===== config.mk =====
export PLATFORM = sky130hd
export DESIGN_NAME = dcache_direct
export DESIGN_NICKNAME = d
export VERILOG_FILES = /design/src/rtl/dcache_direct.sv
export SDC_FILE = /design/constraint.sdc
export NUM_CORES = 1
export LEC_CHECK = 0
export ABC_AREA = 1
export BUFFER_PORTS_ARGS = -buffer_cell sky130_fd_sc_hd__buf_2
export CORE_MARGIN = 1
export CORE_UTILIZATION = 54
export CTS_BUF_LIST = sky130_fd_sc_hd__clkbuf_16
export DETAILED_ROUTE_END_ITERATION = 8
export GPL_TIMING_DRIVEN = 0
export PLACE_DENSITY = 0.77
export RECOVER_POWER = 100
export SLEW_MARGIN = 0
export SYNTH_ARGS = -nofsm -noshare
export SYNTH_HDL_FRONTEND = slang
export SYNTH_SLANG_ARGS = --single-unit

===== constraint.sdc =====
create_clock -name clk -period 3.1 [get_ports clk]
set_input_delay 0.62 -clock clk [delete_from_list [all_inputs] [get_ports clk]]
set_output_delay 0.62 -clock clk [all_outputs]
set_load 0.02 [all_outputs]

===== src/rtl/dcache_direct.sv =====
// rtl/dcache_direct.sv - direct-mapped write-through no-write-allocate data cache
//
// Holds one 32-bit big-endian word per set. Read hits are served
// combinationally; read misses stall two cycles while the line is refilled.
// Stores always pass straight through to memory, and update the cached copy
// only on a hit. A level flush request invalidates every line, one per cycle.
//
// Ports:
//   clk, rst_n            clock (rising edge), asynchronous active-low reset
//   cpu_re / cpu_we       read / write request (write wins when both are set)
//   cpu_byteop            1 = byte access, 0 = word access
//   cpu_addr, cpu_wdata   byte address and store data (byte stores use [7:0])
//   cpu_rdata, cpu_stall  load data and stall (CPU holds its request while high)
//   flush, flush_busy     invalidate-all request and in-progress indication
//   mem_*                 data memory port (mem_rdata is combinational on mem_addr)
//   hit_count, miss_count saturating read hit / miss statistics
module dcache_direct #(
  parameter int ADDRESS_WIDTH = 32,
  parameter int DATA_WIDTH    = 32,
  parameter int BYTE_WIDTH    = 8,
  parameter int SETS          = 8,
  parameter int CNT_WIDTH     = 32
) (
  input  logic                     clk,
  input  logic                     rst_n,
  input  logic                     cpu_re,
  input  logic                     cpu_we,
  input  logic                     cpu_byteop,
  input  logic [ADDRESS_WIDTH-1:0] cpu_addr,
  input  logic [DATA_WIDTH-1:0]    cpu_wdata,
  output logic [DATA_WIDTH-1:0]    cpu_rdata,
  output logic                     cpu_stall,
  input  logic                     flush,
  output logic                     flush_busy,
  output logic                     mem_we,
  output logic                     mem_byteop,
  output logic [ADDRESS_WIDTH-1:0] mem_addr,
  output logic [DATA_WIDTH-1:0]    mem_wdata,
  input  logic [DATA_WIDTH-1:0]    mem_rdata,
  output logic [CNT_WIDTH-1:0]     hit_count,
  output logic [CNT_WIDTH-1:0]     miss_count
);

  localparam int IDX   = $clog2(SETS);
  localparam int TAG_W = ADDRESS_WIDTH - IDX - 2;

  typedef enum logic [1:0] {IDLE, FILL, FLUSH} state_t;

  state_t                state;
  logic [SETS-1:0]       valid;
  logic [TAG_W-1:0]      tag_array  [SETS];
  logic [DATA_WIDTH-1:0] data_array [SETS];
  logic [IDX-1:0]        flush_idx;
  logic                  just_filled;

  logic [IDX-1:0]        index;
  logic [TAG_W-1:0]      tag;
  logic [1:0]            offset;
  logic [4:0]            lane_lsb;
  logic [DATA_WIDTH-1:0] line;
  logic                  hit;
  logic                  do_write;
  logic                  do_read;

  assign index  = cpu_addr[IDX+1:2];
  assign tag    = cpu_addr[ADDRESS_WIDTH-1:IDX+2];
  assign offset = cpu_addr[1:0];
  // Big-endian lanes: offset 0 is bits [31:24], offset 3 is bits [7:0].
  assign lane_lsb = {~offset, 3'b000};
  assign line     = data_array[index];
  assign hit      = valid[index] && (tag_array[index] == tag);

  // A pending flush blocks any request in the same cycle.
  assign do_write = (state == IDLE) && !flush && cpu_we;
  assign do_read  = (state == IDLE) && !flush && !cpu_we && cpu_re;

  assign cpu_rdata  = cpu_byteop ? {{(DATA_WIDTH-BYTE_WIDTH){1'b0}}, line[lane_lsb +: BYTE_WIDTH]}
                                 : line;
  assign cpu_stall  = (state != IDLE) || flush || (do_read && !hit);
  assign flush_busy = (state == FLUSH);

  assign mem_we     = do_write;
  assign mem_byteop = (state == FILL) ? 1'b0 : cpu_byteop;
  assign mem_addr   = (state == FILL) ? {cpu_addr[ADDRESS_WIDTH-1:2], 2'b00} : cpu_addr;
  assign mem_wdata  = cpu_wdata;

  always_ff @(posedge clk or negedge rst_n) begin
    if (!rst_n) begin
      state       <= IDLE;
      valid       <= '0;
      flush_idx   <= '0;
      just_filled <= 1'b0;
      hit_count   <= '0;
      miss_count  <= '0;
    end else begin
      case (state)
        IDLE: begin
          if (flush) begin
            state <= FLUSH;
          end else if (do_read) begin
            if (hit) begin
              // The first hit after a refill is the missed load completing,
              // so it is not counted as a hit.
              if (!just_filled && (hit_count != '1))
                hit_count <= hit_count + CNT_WIDTH'(1);
              just_filled <= 1'b0;
            end else begin
              state <= FILL;
              if (miss_count != '1)
                miss_count <= miss_count + CNT_WIDTH'(1);
            end
          end
        end
        FILL: begin
          valid[index] <= 1'b1;
          just_filled  <= 1'b1;
          state        <= IDLE;
        end
        FLUSH: begin
          valid[flush_idx] <= 1'b0;
          if (flush_idx == IDX'(SETS - 1)) begin
            flush_idx <= '0;
            state     <= IDLE;
          end else begin
            flush_idx <= flush_idx + IDX'(1);
          end
        end
        default: state <= IDLE;
      endcase
    end
  end

  // Tag and data storage need no reset: valid bits alone qualify them.
  always_ff @(posedge clk) begin
    if (state == FILL) begin
      data_array[index] <= mem_rdata;
      tag_array[index]  <= tag;
    end else if (do_write && hit) begin
      if (cpu_byteop)
        data_array[index][lane_lsb +: BYTE_WIDTH] <= cpu_wdata[BYTE_WIDTH-1:0];
      else
        data_array[index] <= cpu_wdata;
    end
  end

endmodule


==> flow_summary.json <==
{
  "outcome": "finished with violations",
  "violations": "setup timing",
  "leakagePower_nw": 13.7,
  "drive_above_1_share_pct": 20.5,
  "worstPathArrival_ns": 2.72,
  "max-clock-path-buffers": 3,
  "drv_cap": 0,
  "portBuffers": 262,
  "tightest_slew_ns": 1.42,
  "startpoint": "cpu_addr[2]",
  "crit_type": "in2out",
  "fin_cells": 3775,
  "cts_tree": "built",
  "grt_use_met2_pct": 54.4,
  "synth_ff_type": "edfxtp_1",
  "top_usage_layer": "met2",
  "crit_path_start_kind": "primary input",
  "yosys_warnings": 0,
  "drtAntennaViolNets": 0,
  "p_per_area_mw_per_mm2": 579,
  "gr-usage-met3_pct": 6.08,
  "fmax_mhz": 300,
  "syn-cell-area_mm2": 0.0263,
  "initial_core_util_pct": 55.0,
  "period_needed_ns": 3.34,
  "grt_max_degree": 61,
  "dp_hpwl_mm": 52.5,
  "slew_violations": 0,
  "synth_largest_area_cell": "edfxtp_1",
  "synthAdderAreaFrac_pct": 0.571,
  "rr_startpoint": "state[1]$_DFFE_PN0P_",
  "cp_max_fo": 10,
  "cts-root-buf": "clkbuf_16",
  "setup_violations": 266,
  "cts_made_buffers": 55,
  "syn_avg_cell_area_um2": 9.73,
  "finalWirelength_mm": 84.9,
  "fin_ws_ns": -0.235,
  "final_nets": 3231,
  "fill_cells": 3473,
  "dp.cells": 3585,
  "ios": 266,
  "rsz0062_at_grt": "yes",
  "met1_usage_pct": 41.5,
  "timing.setup.tns_ns": -12.86,
  "syn_nets": 2816,
  "area_growth_syn_to_layout_pct": 24.2,
  "final_hold_viol_count": 0,
  "fin_skew_ns": 0.0513,
  "irDropWorstVdd_uv": 562,
  "regArea_mm2": 0.0161,
  "cp.required_ns": 2.48,
  "period_share_pct": 108,
  "synthCells": 2702,
  "insertion_delay_ns": 0.65,
  "synth-compound-area-share_pct": 5.55,
  "wl_per_cell_um": 22.5,
  "dr_total_vias": 21861,
  "core-area_mm2": 0.0478,
  "synth_top_family_by_area": "simple AND/OR/NAND/NOR gates",
  "clk_pin_slew_ns": 0.06,
  "synth-seq-cells": 550,
  "first_iter_violations": 2658,
  "whs_ns": 0.304,
  "synth_top_area_share_pct": 53.9,
  "synthArstFlopShare_pct": 14.2,
  "synthXorXnorAreaFrac_pct": 1.77,
  "yosysUniqueCellTypes": 51,
  "yosys-top-cells-area": "edfxtp_1 (54%), nand2_1 (11%), dfrtp_1 (7.4%)",
  "hp-class": "in2reg",
  "grt_pass1_vias": 21151,
  "synth_common_cells": "nand2_1 (805), edfxtp_1 (472), inv_1 (351)",
  "synthMuxAreaShare_pct": 0,
  "yosysMostFrequentCell": "nand2_1",
  "clkSinkCount": 550,
  "yosysSeqAreaShare_pct": 61.3,
  "fp-row-count": 80,
  "drtPass1Iterations": 5,
  "critPathCaptureType": "output pin",
  "post-route-drc-count": 0,
  "htreeDepth": 2,
  "grt_overflow": 0,
  "fp.dieW_um": 223,
  "grt_pass1_wl_mm": 123,
  "max-slew-margin-rel_pct": 5.36,
  "die_height_um": 223,
  "antenna_found_initial": 0,
  "place_congestion": 0.974,
  "gr-usage-all-layers_pct": 32.7,
  "multi_input_area_mm2": 0.00877,
  "hold_start": "flush",
  "dieArea_mm2": 0.0496,
  "via_per_inst": 5.79,
  "diodes": 0,
  "synth_edf_count": 472,
  "synthSimpleGateAreaFrac_pct": 21.8
}
## metrics by stage
stage	instance area (um^2)	util [%]	total power [mW]	worst slack, ns
2_1_floorplan	26300	-	10.5	-0.0149
3_3_place_gp	28400	59.4	11.5	-1.82
3_5_place_dp	28600	59.8	11.6	-1.85
4_1_cts	32200	67.4	18.6	-0.197
5_1_grt	32700	68.3	19.4	-0.239
6_report	32700	68.3	18.9	-0.235
## cells by family (layout without fill, tap and decap cells)
kind of cell,Yosys count,in the layout
buffers and inverters,523,981
AOI/OAI and AO/OA,208,208
xor gates and xnor gates,53,53
adders and majority gates,12,12
DFF,550,550
and+or+nand+nor,1356,1356
## flip-flops by register name, indices dropped and copies added, names as in the netlist
signal and cells:
state 2, tag_array 216, flush_idx 3, hit_count 32, miss_count 32, valid 8, just_filled 1, data_array 256
## timing repair
action,CTS,global route
setup buffers,59,25
pin swaps,45,60
gates resized for setup,284,139
hold endpoints to repair,18,0
gates cloned,3,3
hold buffers,1,0
setup endpoints to repair,555,518
## placed cells by master, fill, tap and decap left out, types with 18 or more instances in the layout
| master | synthesis | layout |
|---|---|---|
| inv_1 | 351 | 352 |
| buf_12 | 0 | 38 |
| nand2_2 | 1 | 43 |
| edfxtp_1 | 472 | 472 |
| buf_6 | 14 | 23 |
| nor2_1 | 235 | 174 |
| buf_4 | 69 | 99 |
| nor2_2 | 8 | 23 |
| clkbuf_1 | 37 | 150 |
| clkbuf_16 | 0 | 63 |
| o21ai_0 | 48 | 42 |
| nand4_1 | 63 | 63 |
| nand2_1 | 805 | 758 |
| xor2_1 | 41 | 41 |
| nor2_4 | 3 | 50 |
| nor3_1 | 36 | 36 |
| dfrtp_1 | 78 | 78 |
| a22o_1 | 38 | 37 |
| a22oi_1 | 18 | 18 |
| a21oi_1 | 23 | 23 |
| clkinv_1 | 8 | 18 |
| clkbuf_4 | 0 | 38 |
| buf_2 | 31 | 134 |
| nand3_1 | 168 | 153 |
| a221oi_2 | 0 | 21 |
## layer usage
| metal | up-vias | share of wire, % | wire length, um |
|---|---|---|---|
| li1 | 9772 | - | - |
| met2 | 1440 | 48 | 40900 |
| met3 | 326 | 9.6 | 8150 |
| met4 | 0 | 5.5 | 4670 |
| met5 | - | 0 | 0 |
| met1 | 10323 | 37 | 31200 |
## worst max-delay path, stage by stage
cell	delay [ns]
buf_12	0.12
buf_8	0.14
buf_12	0.16
nor2_2	0.09
clkbuf_4	0.24
a22oi_1	0.31
nand4_1	0.25
o211ai_1	0.28
o21ai_2	0.13
nand2_2	0.12
nand2_2	0.10
buf_6	0.14
## path summary, 6_finish.rpt
path / to / slack (ns) / depth (start not counted)
min in group asynchronous: hit_count[0]$_DFFE_PN0P_ / 0.70 / 2
max in group asynchronous: hit_count[14]$_DFFE_PN0P_ / 0.44 / 3
max reg2reg: tag_array[1][0]$_DFFE_PP_ / -0.06 / 6
min reg2reg: miss_count[2]$_DFFE_PN0P_ / 0.51 / 1
min: state[1]$_DFFE_PN0P_ / 0.30 / 3
max: cpu_rdata[4] / -0.24 / 12
## where the power goes
group / total (mW) / leakage [nW] / internal (mW) / switching, mW
clock: 6.82 / 0.917 / 3.88 / 2.94
combinational: 3.28 / 7.59 / 0.997 / 2.28
sequential: 8.81 / 5.24 / 8.55 / 0.257
## final cells by class
| type | instances | share of cell area [%] |
|---|---|---|
| buffer | 155 | 4.35 |
| clock buffer | 55 | 4.21 |
| clock inverter | 45 | 1.29 |
| inverter | 367 | 4.35 |
| multi-input combinational | 1629 | 26.8 |
| sequential | 550 | 49.4 |
| tap | 615 | 2.36 |
| timing repair buffer | 359 | 7.21 |
No activity file was read; power rests on OpenSTA's default activity.
